### src/rtl/lcd_host_driver_pkg.sv
// ----------------------------------------------------------------------------
// lcd_host_driver_pkg
//   Shared definitions for the LCD host driver:
//   - command codes understood by the LCD controller
//   - driver FSM state encoding
//   - default sizes (image pixels, output burst length, beat timeout)
//   - counter widths and a legality helper for command codes
// ----------------------------------------------------------------------------
package lcd_host_driver_pkg;

    // Command codes; anything above CMD_SHIFT_D is illegal.
    localparam logic [3:0] CMD_LOAD     = 4'd0;
    localparam logic [3:0] CMD_ROT_L    = 4'd1;
    localparam logic [3:0] CMD_ROT_R    = 4'd2;
    localparam logic [3:0] CMD_ZOOM_IN  = 4'd3;
    localparam logic [3:0] CMD_ZOOM_FIT = 4'd4;
    localparam logic [3:0] CMD_SHIFT_R  = 4'd5;
    localparam logic [3:0] CMD_SHIFT_L  = 4'd6;
    localparam logic [3:0] CMD_SHIFT_U  = 4'd7;
    localparam logic [3:0] CMD_SHIFT_D  = 4'd8;

    localparam int IMG_PIXELS_DEF = 108;   // 12x9 image
    localparam int OUT_PIXELS_DEF = 16;    // output burst per command
    localparam int TIMEOUT_DEF    = 1023;  // idle cycles before giving up

    localparam int PIX_W  = 7;   // pixel / ROM address counter
    localparam int BEAT_W = 4;   // output beat counter
    localparam int TMR_W  = 10;  // timeout counter

    typedef enum logic [1:0] {
        ST_IDLE      = 2'd0,
        ST_ISSUE     = 2'd1,
        ST_LOAD_DATA = 2'd2,
        ST_WAIT_OUT  = 2'd3
    } state_e;

    function automatic logic cmd_legal(input logic [3:0] c);
        return (c <= CMD_SHIFT_D);
    endfunction

endpackage

### src/rtl/lcd_host_driver_if.sv
// ----------------------------------------------------------------------------
// lcd_host_driver_if
//   Bundles every non-clock signal of the LCD host driver:
//   request source (req_*), image ROM (img_*), LCD controller command and
//   data path (cmd*, datain, busy, dataout, output_valid) and result sink
//   (res_*, done, err).
//   master : the driver itself
//   slave  : the environment (script source, ROM, controller, sink)
// ----------------------------------------------------------------------------
interface lcd_host_driver_if;
    logic       req_valid;
    logic [3:0] req_cmd;
    logic       req_ready;

    logic [6:0] img_addr;
    logic       img_rd;
    logic [7:0] img_data;

    logic [3:0] cmd;
    logic       cmd_valid;
    logic [7:0] datain;
    logic       busy;
    logic [7:0] dataout;
    logic       output_valid;

    logic [7:0] res_data;
    logic [3:0] res_idx;
    logic       res_valid;
    logic       done;
    logic       err;

    modport master (
        input  req_valid, req_cmd, img_data, busy, dataout, output_valid,
        output req_ready, img_addr, img_rd, cmd, cmd_valid, datain,
               res_data, res_idx, res_valid, done, err
    );

    modport slave (
        output req_valid, req_cmd, img_data, busy, dataout, output_valid,
        input  req_ready, img_addr, img_rd, cmd, cmd_valid, datain,
               res_data, res_idx, res_valid, done, err
    );
endinterface

### src/rtl/lcd_host_driver_beat_timer.sv
// ----------------------------------------------------------------------------
// lcd_beat_timer
//   Loadable idle-cycle counter used to detect a stalled output burst.
//   Ports:
//     clk, reset  clock, async active-low reset
//     clr         force count to 0 (highest priority)
//     ld, ld_val  load count with ld_val
//     en          count up by one
//     expire      high in the cycle whose increment would reach LIMIT
//   expire is combinational so a registered error flag lands exactly LIMIT
//   cycles after the reference point.
// ----------------------------------------------------------------------------
module lcd_beat_timer #(
    parameter int LIMIT = 1023,
    parameter int W     = 10
) (
    input  logic         clk,
    input  logic         reset,
    input  logic         clr,
    input  logic         ld,
    input  logic [W-1:0] ld_val,
    input  logic         en,
    output logic         expire
);
    logic [W-1:0] cnt;

    assign expire = en && !clr && !ld && (cnt == W'(LIMIT - 1));

    always_ff @(posedge clk or negedge reset) begin
        if (!reset)       cnt <= '0;
        else if (clr)     cnt <= '0;
        else if (ld)      cnt <= ld_val;
        else if (en)      cnt <= cnt + 1'b1;
    end
endmodule

### src/rtl/lcd_host_driver.sv
// ----------------------------------------------------------------------------
// lcd_host_driver
//   Initiator for the LCD controller command interface. Takes one request at
//   a time from a command script, strobes it onto cmd/cmd_valid, streams the
//   image ROM on LOAD, then collects the 16-beat output burst into the result
//   sink. Pulses done after the last beat, err on an illegal code or when the
//   burst stalls for TIMEOUT cycles.
//   Ports:
//     clk    system clock (rising edge)
//     reset  async active-low reset
//     bus    lcd_host_driver_if.master (request, ROM, controller, result)
// ----------------------------------------------------------------------------
module lcd_host_driver
    import lcd_host_driver_pkg::*;
#(
    parameter int IMG_PIXELS = IMG_PIXELS_DEF,
    parameter int OUT_PIXELS = OUT_PIXELS_DEF,
    parameter int TIMEOUT    = TIMEOUT_DEF
) (
    input  logic              clk,
    input  logic              reset,
    lcd_host_driver_if.master bus
);
    state_e state, state_n;

    logic [3:0]        cmd_q;
    logic              cmd_valid_q;
    logic              img_rd_q;
    logic [PIX_W-1:0]  img_addr_q;
    logic [PIX_W-1:0]  pix_cnt;
    logic [BEAT_W-1:0] beat_cnt;
    logic [7:0]        res_data_q;
    logic [BEAT_W-1:0] res_idx_q;
    logic              res_valid_q;
    logic              done_q;
    logic              err_q;

    logic accept, issue_ok, beat, last_beat, pix_last;
    logic tmr_clr, tmr_ld, tmr_en, tmr_expire;

    // No acceptance in the done cycle keeps the result sink from seeing a
    // new command's strobe overlap the previous burst's completion.
    assign bus.req_ready = reset && (state == ST_IDLE) && !bus.busy && !done_q;

    assign pix_last = (pix_cnt == PIX_W'(IMG_PIXELS - 1));
    // Kept outside the FSM process: expire feeds back into next-state.
    assign tmr_en   = (state == ST_WAIT_OUT) && !bus.output_valid;

    always_ff @(posedge clk or negedge reset) begin
        if (!reset) state <= ST_IDLE;
        else        state <= state_n;
    end

    always_comb begin
        state_n   = state;
        accept    = 1'b0;
        issue_ok  = 1'b0;
        beat      = 1'b0;
        last_beat = 1'b0;
        tmr_clr   = 1'b0;
        tmr_ld    = 1'b0;
        case (state)
            ST_IDLE: begin
                accept = bus.req_valid && bus.req_ready;
                if (accept && cmd_legal(bus.req_cmd)) begin
                    issue_ok = 1'b1;
                    state_n  = ST_ISSUE;
                end
            end
            ST_ISSUE: begin
                if (cmd_q == CMD_LOAD) begin
                    state_n = ST_LOAD_DATA;
                end else begin
                    state_n = ST_WAIT_OUT;
                    tmr_clr = 1'b1;
                end
            end
            ST_LOAD_DATA: begin
                if (pix_last) begin
                    state_n = ST_WAIT_OUT;
                    tmr_clr = 1'b1;
                end
            end
            ST_WAIT_OUT: begin
                if (bus.output_valid) begin
                    beat   = 1'b1;
                    // The beat cycle is the reference; the next cycle is
                    // already one idle cycle after it.
                    tmr_ld = 1'b1;
                    if (beat_cnt == BEAT_W'(OUT_PIXELS - 1)) begin
                        last_beat = 1'b1;
                        state_n   = ST_IDLE;
                    end
                end else if (tmr_expire) begin
                    state_n = ST_IDLE;
                end
            end
            default: state_n = ST_IDLE;
        endcase
    end

    lcd_beat_timer #(.LIMIT(TIMEOUT), .W(TMR_W)) u_timer (
        .clk    (clk),
        .reset  (reset),
        .clr    (tmr_clr),
        .ld     (tmr_ld),
        .ld_val (TMR_W'(1)),
        .en     (tmr_en),
        .expire (tmr_expire)
    );

    always_ff @(posedge clk or negedge reset) begin
        if (!reset) begin
            cmd_q       <= '0;
            cmd_valid_q <= 1'b0;
            img_rd_q    <= 1'b0;
            img_addr_q  <= '0;
            pix_cnt     <= '0;
            beat_cnt    <= '0;
            res_data_q  <= '0;
            res_idx_q   <= '0;
            res_valid_q <= 1'b0;
            done_q      <= 1'b0;
            err_q       <= 1'b0;
        end else begin
            cmd_valid_q <= issue_ok;
            if (issue_ok) cmd_q <= bus.req_cmd;

            err_q <= (accept && !issue_ok) || tmr_expire;

            // ROM reads start in the issue cycle so pixel 0 lines up with
            // the first LOAD_DATA cycle.
            if (issue_ok && bus.req_cmd == CMD_LOAD) begin
                img_rd_q   <= 1'b1;
                img_addr_q <= '0;
            end else if (img_rd_q) begin
                if (img_addr_q == PIX_W'(IMG_PIXELS - 1)) begin
                    img_rd_q   <= 1'b0;
                    img_addr_q <= '0;
                end else begin
                    img_addr_q <= img_addr_q + 1'b1;
                end
            end

            if (state == ST_LOAD_DATA && !pix_last) pix_cnt <= pix_cnt + 1'b1;
            else                                    pix_cnt <= '0;

            if (beat)                                     beat_cnt <= last_beat ? '0 : beat_cnt + 1'b1;
            else if (state != ST_WAIT_OUT || tmr_expire)  beat_cnt <= '0;

            res_valid_q <= beat;
            done_q      <= last_beat;
            if (beat) begin
                res_data_q <= bus.dataout;
                res_idx_q  <= beat_cnt;
            end
        end
    end

    assign bus.cmd       = cmd_q;
    assign bus.cmd_valid = cmd_valid_q;
    assign bus.img_rd    = img_rd_q;
    assign bus.img_addr  = img_addr_q;
    assign bus.datain    = (state == ST_LOAD_DATA) ? bus.img_data : 8'h00;
    assign bus.res_data  = res_data_q;
    assign bus.res_idx   = res_idx_q;
    assign bus.res_valid = res_valid_q;
    assign bus.done      = done_q;
    assign bus.err       = err_q;

endmodule

### src/flat_wrapper.sv
// flat-port wrapper written by rule: the top's interface ports become plain ports
module lcd_host_driver_flat import lcd_host_driver_pkg::*;
#(
    parameter int IMG_PIXELS = IMG_PIXELS_DEF,
    parameter int OUT_PIXELS = OUT_PIXELS_DEF,
    parameter int TIMEOUT    = TIMEOUT_DEF
)
  (clk, reset, bus_req_valid, bus_req_cmd, bus_img_data, bus_busy, bus_dataout, bus_output_valid, bus_req_ready, bus_img_addr, bus_img_rd, bus_cmd, bus_cmd_valid, bus_datain, bus_res_data, bus_res_idx, bus_res_valid, bus_done, bus_err);
  lcd_host_driver_if bus_i ();
  input  logic clk;
  input  logic reset;
  input wire logic [$bits(bus_i.req_valid)-1:0] bus_req_valid;
  input wire logic [$bits(bus_i.req_cmd)-1:0] bus_req_cmd;
  input wire logic [$bits(bus_i.img_data)-1:0] bus_img_data;
  input wire logic [$bits(bus_i.busy)-1:0] bus_busy;
  input wire logic [$bits(bus_i.dataout)-1:0] bus_dataout;
  input wire logic [$bits(bus_i.output_valid)-1:0] bus_output_valid;
  output wire logic [$bits(bus_i.req_ready)-1:0] bus_req_ready;
  output wire logic [$bits(bus_i.img_addr)-1:0] bus_img_addr;
  output wire logic [$bits(bus_i.img_rd)-1:0] bus_img_rd;
  output wire logic [$bits(bus_i.cmd)-1:0] bus_cmd;
  output wire logic [$bits(bus_i.cmd_valid)-1:0] bus_cmd_valid;
  output wire logic [$bits(bus_i.datain)-1:0] bus_datain;
  output wire logic [$bits(bus_i.res_data)-1:0] bus_res_data;
  output wire logic [$bits(bus_i.res_idx)-1:0] bus_res_idx;
  output wire logic [$bits(bus_i.res_valid)-1:0] bus_res_valid;
  output wire logic [$bits(bus_i.done)-1:0] bus_done;
  output wire logic [$bits(bus_i.err)-1:0] bus_err;
  assign bus_i.req_valid = bus_req_valid;
  assign bus_i.req_cmd = bus_req_cmd;
  assign bus_i.img_data = bus_img_data;
  assign bus_i.busy = bus_busy;
  assign bus_i.dataout = bus_dataout;
  assign bus_i.output_valid = bus_output_valid;
  assign bus_req_ready = bus_i.req_ready;
  assign bus_img_addr = bus_i.img_addr;
  assign bus_img_rd = bus_i.img_rd;
  assign bus_cmd = bus_i.cmd;
  assign bus_cmd_valid = bus_i.cmd_valid;
  assign bus_datain = bus_i.datain;
  assign bus_res_data = bus_i.res_data;
  assign bus_res_idx = bus_i.res_idx;
  assign bus_res_valid = bus_i.res_valid;
  assign bus_done = bus_i.done;
  assign bus_err = bus_i.err;
  lcd_host_driver #(.IMG_PIXELS(IMG_PIXELS), .OUT_PIXELS(OUT_PIXELS), .TIMEOUT(TIMEOUT)) u_core (.clk(clk), .reset(reset), .bus(bus_i));
endmodule
### config.mk
export PLATFORM = sky130hd
export DESIGN_NAME = lcd_host_driver_flat
export DESIGN_NICKNAME = d
export VERILOG_FILES = /design/src/rtl/lcd_host_driver_pkg.sv /design/src/rtl/lcd_host_driver_if.sv /design/src/rtl/lcd_host_driver_beat_timer.sv /design/src/rtl/lcd_host_driver.sv /design/src/flat_wrapper.sv
export SDC_FILE = /design/constraint.sdc
export NUM_CORES = 1
export LEC_CHECK = 0
export ABC_CLOCK_PERIOD_IN_PS = 3050
export CAP_MARGIN = 20
export CORE_MARGIN = 1
export CORE_UTILIZATION = 30
export DETAILED_ROUTE_END_ITERATION = 12
export PLACE_DENSITY = 0.58
export SYNTH_ARGS = -nofsm -noshare
export SYNTH_HDL_FRONTEND = slang
export SYNTH_SLANG_ARGS = --single-unit
### constraint.sdc
create_clock -name clk -period 3.05 [get_ports clk]
set_clock_uncertainty 0.05 [all_clocks]
set_input_delay 0.61 -clock clk [delete_from_list [all_inputs] [get_ports clk]]
set_output_delay 0.61 -clock clk [all_outputs]
set_load 0.05 [all_outputs]
==> results of run 1 <==
worst max path at each step:
| stage | from | endpoint | slack, ns | cells past startpoint |
|---|---|---|---|---|
| 2_1_floorplan | u_core.bus.done | u_core.state[1] | 0.59 | 5 |
| 3_3_place_gp | bus_img_data[0] | bus_datain[0] | 0.41 | 3 |
| 3_5_place_dp | bus_img_data[4] | bus_datain[4] | 0.38 | 3 |
| 4_1_cts | u_core.state[0] | bus_datain[4] | 0.04 | 4 |
| 5_1_grt | u_core.state[0] | bus_datain[2] | 0.10 | 4 |
| 6_report | u_core.state[0] | bus_datain[4] | 0.23 | 4 |
stage by stage:
stage          setup WS [ns]  total power, mW
4_1_cts              0.04438            1.278
6_report              0.2274            1.253
3_5_place_dp          0.3774           0.7725
2_1_floorplan         0.5914           0.7146
3_3_place_gp          0.4102           0.7724
5_1_grt               0.1003            1.306
synth_stat cells (2+ instances only):
master    instances  area (µm²)
dfrtp_1          51        1276
nand2_1          20       75.07
mux2_2           18       202.7
nand3_1          15       75.07
nor2_1           14       52.55
o21ai_0          12       60.06
ha_1             10       125.1
and2_1            9       56.30
a22o_1            6       52.55
and3_1            6       37.54
inv_1             6       22.52
a211oi_1          5       37.54
xnor2_1           5       43.79
mux2i_1           4       40.04
nor2b_1           4       25.02
o31ai_1           4       30.03
a21oi_1           3       15.01
clkbuf_1          3       11.26
nand4_1           3       18.77
a21boi_0          2       15.01
a21o_1            2       15.01
nor3b_1           2       15.01
nor4_1            2       12.51
power by group through the flow:
| stage | registers, mW | logic, mW | clock network [mW] |
|---|---|---|---|
| final | 0.676 | 0.0819 | 0.496 |
| after global routing | 0.676 | 0.0894 | 0.540 |
| after CTS | 0.676 | 0.0838 | 0.518 |
| after detailed placement | 0.689 | 0.0835 | 0 |
| after global placement | 0.689 | 0.0834 | 0 |
| after floorplan | 0.689 | 0.0254 | 0 |
registers in the layout, indices dropped and copies added, names as in the netlist, 2 cells and up:
name and count:
u_core.state 2, u_core.bus.img_addr 7, u_core.u_timer.cnt 10, u_core.pix_cnt 7
u_core.bus.res_idx 4, u_core.bus.res_data 8, u_core.bus.cmd 4, u_core.beat_cnt 4
layer usage:
metal | global-route usage (%) | vias to the layer above
li1 | - | 954
met4 | 4.231 | 0
met5 | 0 | -
met2 | 19.65 | 47
met1 | 17.53 | 926
met3 | 3.155 | 5
layout make-up:
type / instances / area [µm²]
Fill cell: 803 / 4788
Sequential cell: 51 / 1276
Multi-Input combinational cell: 166 / 1224
Timing Repair Buffer: 66 / 653.1
Tap cell: 105 / 131.4
Clock buffer: 6 / 82.58
Clock inverter: 2 / 38.79
Inverter: 6 / 22.52
kinds of logic (layout without fill, tap and decap cells):
logic type | Yosys count | count (layout)
compound gates | 46 | 46
xor+xnor | 6 | 6
fa+ha+maj | 10 | 10
buf+inv | 11 | 80
flops | 51 | 51
mux | 23 | 23
simple gates | 81 | 81
worst max-delay path, stage by stage (launching register included):
cell and delay (ns):
dfrtp_1 0.41, inv_1 0.13, ha_2 0.34, and2_1 0.18, clkdlybuf4s50_1 0.80
timing repair:
item | CTS | global route
endpoints found under the setup margin | 0 | 8
gates resized for setup | 0 | 1
buffers inserted | 0 | 0
hold endpoints to repair | 0 | 0
==> summary.md, run 1 <==
| Metric | Value |
|---|---|
| Outcome | `finished, final reports clean` |
| Reg2reg end | `u_core.u_timer.cnt[9]` |
| Worst Tran Pin Value | `0.6400 ns` |
| Power per cell area | `365.6 nW/µm²` |
| Synth Instances | `228` |
| Clock latency on the worst-skew pair | `0.30 ns` |
| Crit path arrival time | `2.16 ns` |
| Die Y | `94.02 µm` |
| CTS clk-pin slew, worst paths | `0.09 ns` |
| Static Leak | `1.523 nW` |
| Post-synth cell types | `45` |
| Synth Area in XOR/XNOR | `2.069%` |
| Fin Hold WS | `0.3875 ns` |
| Cell Int Power | `0.9847 mW` |
| RSZ-0062 raised after global routing | `no` |
| Pins Over Slew Limit | `0` |
| Net count after synthesis | `263` |
| Rows | `33` |
| Die width | `94.02 µm` |
| DR pass1 iterations | `4` |
| Synth Area in Simple Gates | `16.45%` |
| GPL Wtd Cong | `0.7615` |
| Dpl cells | `394` |
| Total number of vias | `1932` |
| Design area | `3428 µm²` |
| Worst setup path category | `flip-flop to output port` |
| Hold Crit Class | `input port to asynchronous set/reset pin` |
| Port bufs | `61` |
| Worst Setup End Kind | `output port` |
| Non-filler instance count after layout | `402` |
| Clock Power Share | `39.6%` |
| Async SR Flop Fraction | `100.0%` |
| EDFF count, synth | `0` |
| Commonest non-fill, non-tap cell in the layout | `clkdlybuf4s50_1` |
| Post-DP HPWL | `3822 µm` |
| R2R cell count | `8` |
| Antenna violations before repair | `0` |
| Crit path max fanout | `15` |
| R2R Path Start | `u_core.state[0]` |
| IO Pins | `62` |
| CP Launch Type | `flip-flop` |
| Sequential power share | `53.9%` |
| Gate power share | `6.5%` |
| H-tree depth | `2` |
| Routed Antenna Nets | `0` |
| Switching share of power | `21.44%` |
| CTS tree | `done` |
| Max-Cap Viols | `0` |
| Overall routing resource usage | `12.79%` |
| WL final | `5259 µm` |
| Clk sinks | `51` |
| Hold_buf cts | `0` |
| DRT iter0 DRCs | `53` |
| Fin util | `41.72%` |
| Global-route wire length before repair | `8852 µm` |
| Synth Area in Compound Gates | `14.48%` |
| Vias in the first global route | `1841` |
| Met1 WL | `2577 µm` |
| Highest Clock Rate | `354.3 MHz` |
| Adder-Cell Fraction of Synth Area | `4.926%` |
| Diode count | `0` |
| Setup TNS | `0 ns` |
| Vias/cell | `4.806` |
| Root Buffer | `clkbuf_8` |
| Largest family of logic cells by synthesized area | `simple AND/OR/NAND/NOR gates` |
| Die ar. | `8839 µm²` |
| Initial Utilization | `30.91%` |
| Top_reg_cell synth | `dfrtp_1` |
| Switching power | `0.2687 mW` |
| Yosys reg bits | `51` |
| Final net count | `331` |
| Total grt overflow | `0` |
| Slew HR | `57.34%` |
| FF-to-FF setup slack | `0.74 ns` |
| Tcrit/Tclk final | `92.54%` |
| Synth Cell Area | `2540 µm²` |
| Synth warnings | `0` |
| CORE AREA | `8217 µm²` |
| Pin count of the biggest net entering global routing | `52` |
| # setup viols final | `0` |
| Max Used Layer | `met4` |
| Multiplexer area fraction after synthesis | `10.15%` |
| WL per Instance | `13.08 µm` |
| Seq/Total Area, Yosys | `50.25%` |
| Met3 Wirelength | `284 µm` |
| Worst vdd ir | `0.1662 mV` |
| Residual DRC count | `0` |
| Final Hold Fails | `0` |
| Layout cell share with drive strength beyond 1 | `15.15%` |
| Placed cell area | `3304 µm²` |
| Commonest cells after routing, fill and taps aside | `clkdlybuf4s50_1 (59), dfrtp_1 (51), nand2_1 (20)` |
| Max Root-Sink Buffers | `2` |
| WL met2 | `2344 µm` |
| Average size of a mapped cell | `11.14 µm²` |
| P&R area growth vs syn | `34.98%` |
| Post-route minimum period | `2.823 ns` |
| Required @ worst endpoint | `2.39 ns` |
| Total CTS buffers | `5` |
No activity file was read; power rests on OpenSTA's default activity.
==> run 2: changes to the inputs <==
- TNS_END_PERCENT: default -> 20
==> results of run 2 <==
The final DEF is identical to that of run 1; final timing and power are the same.
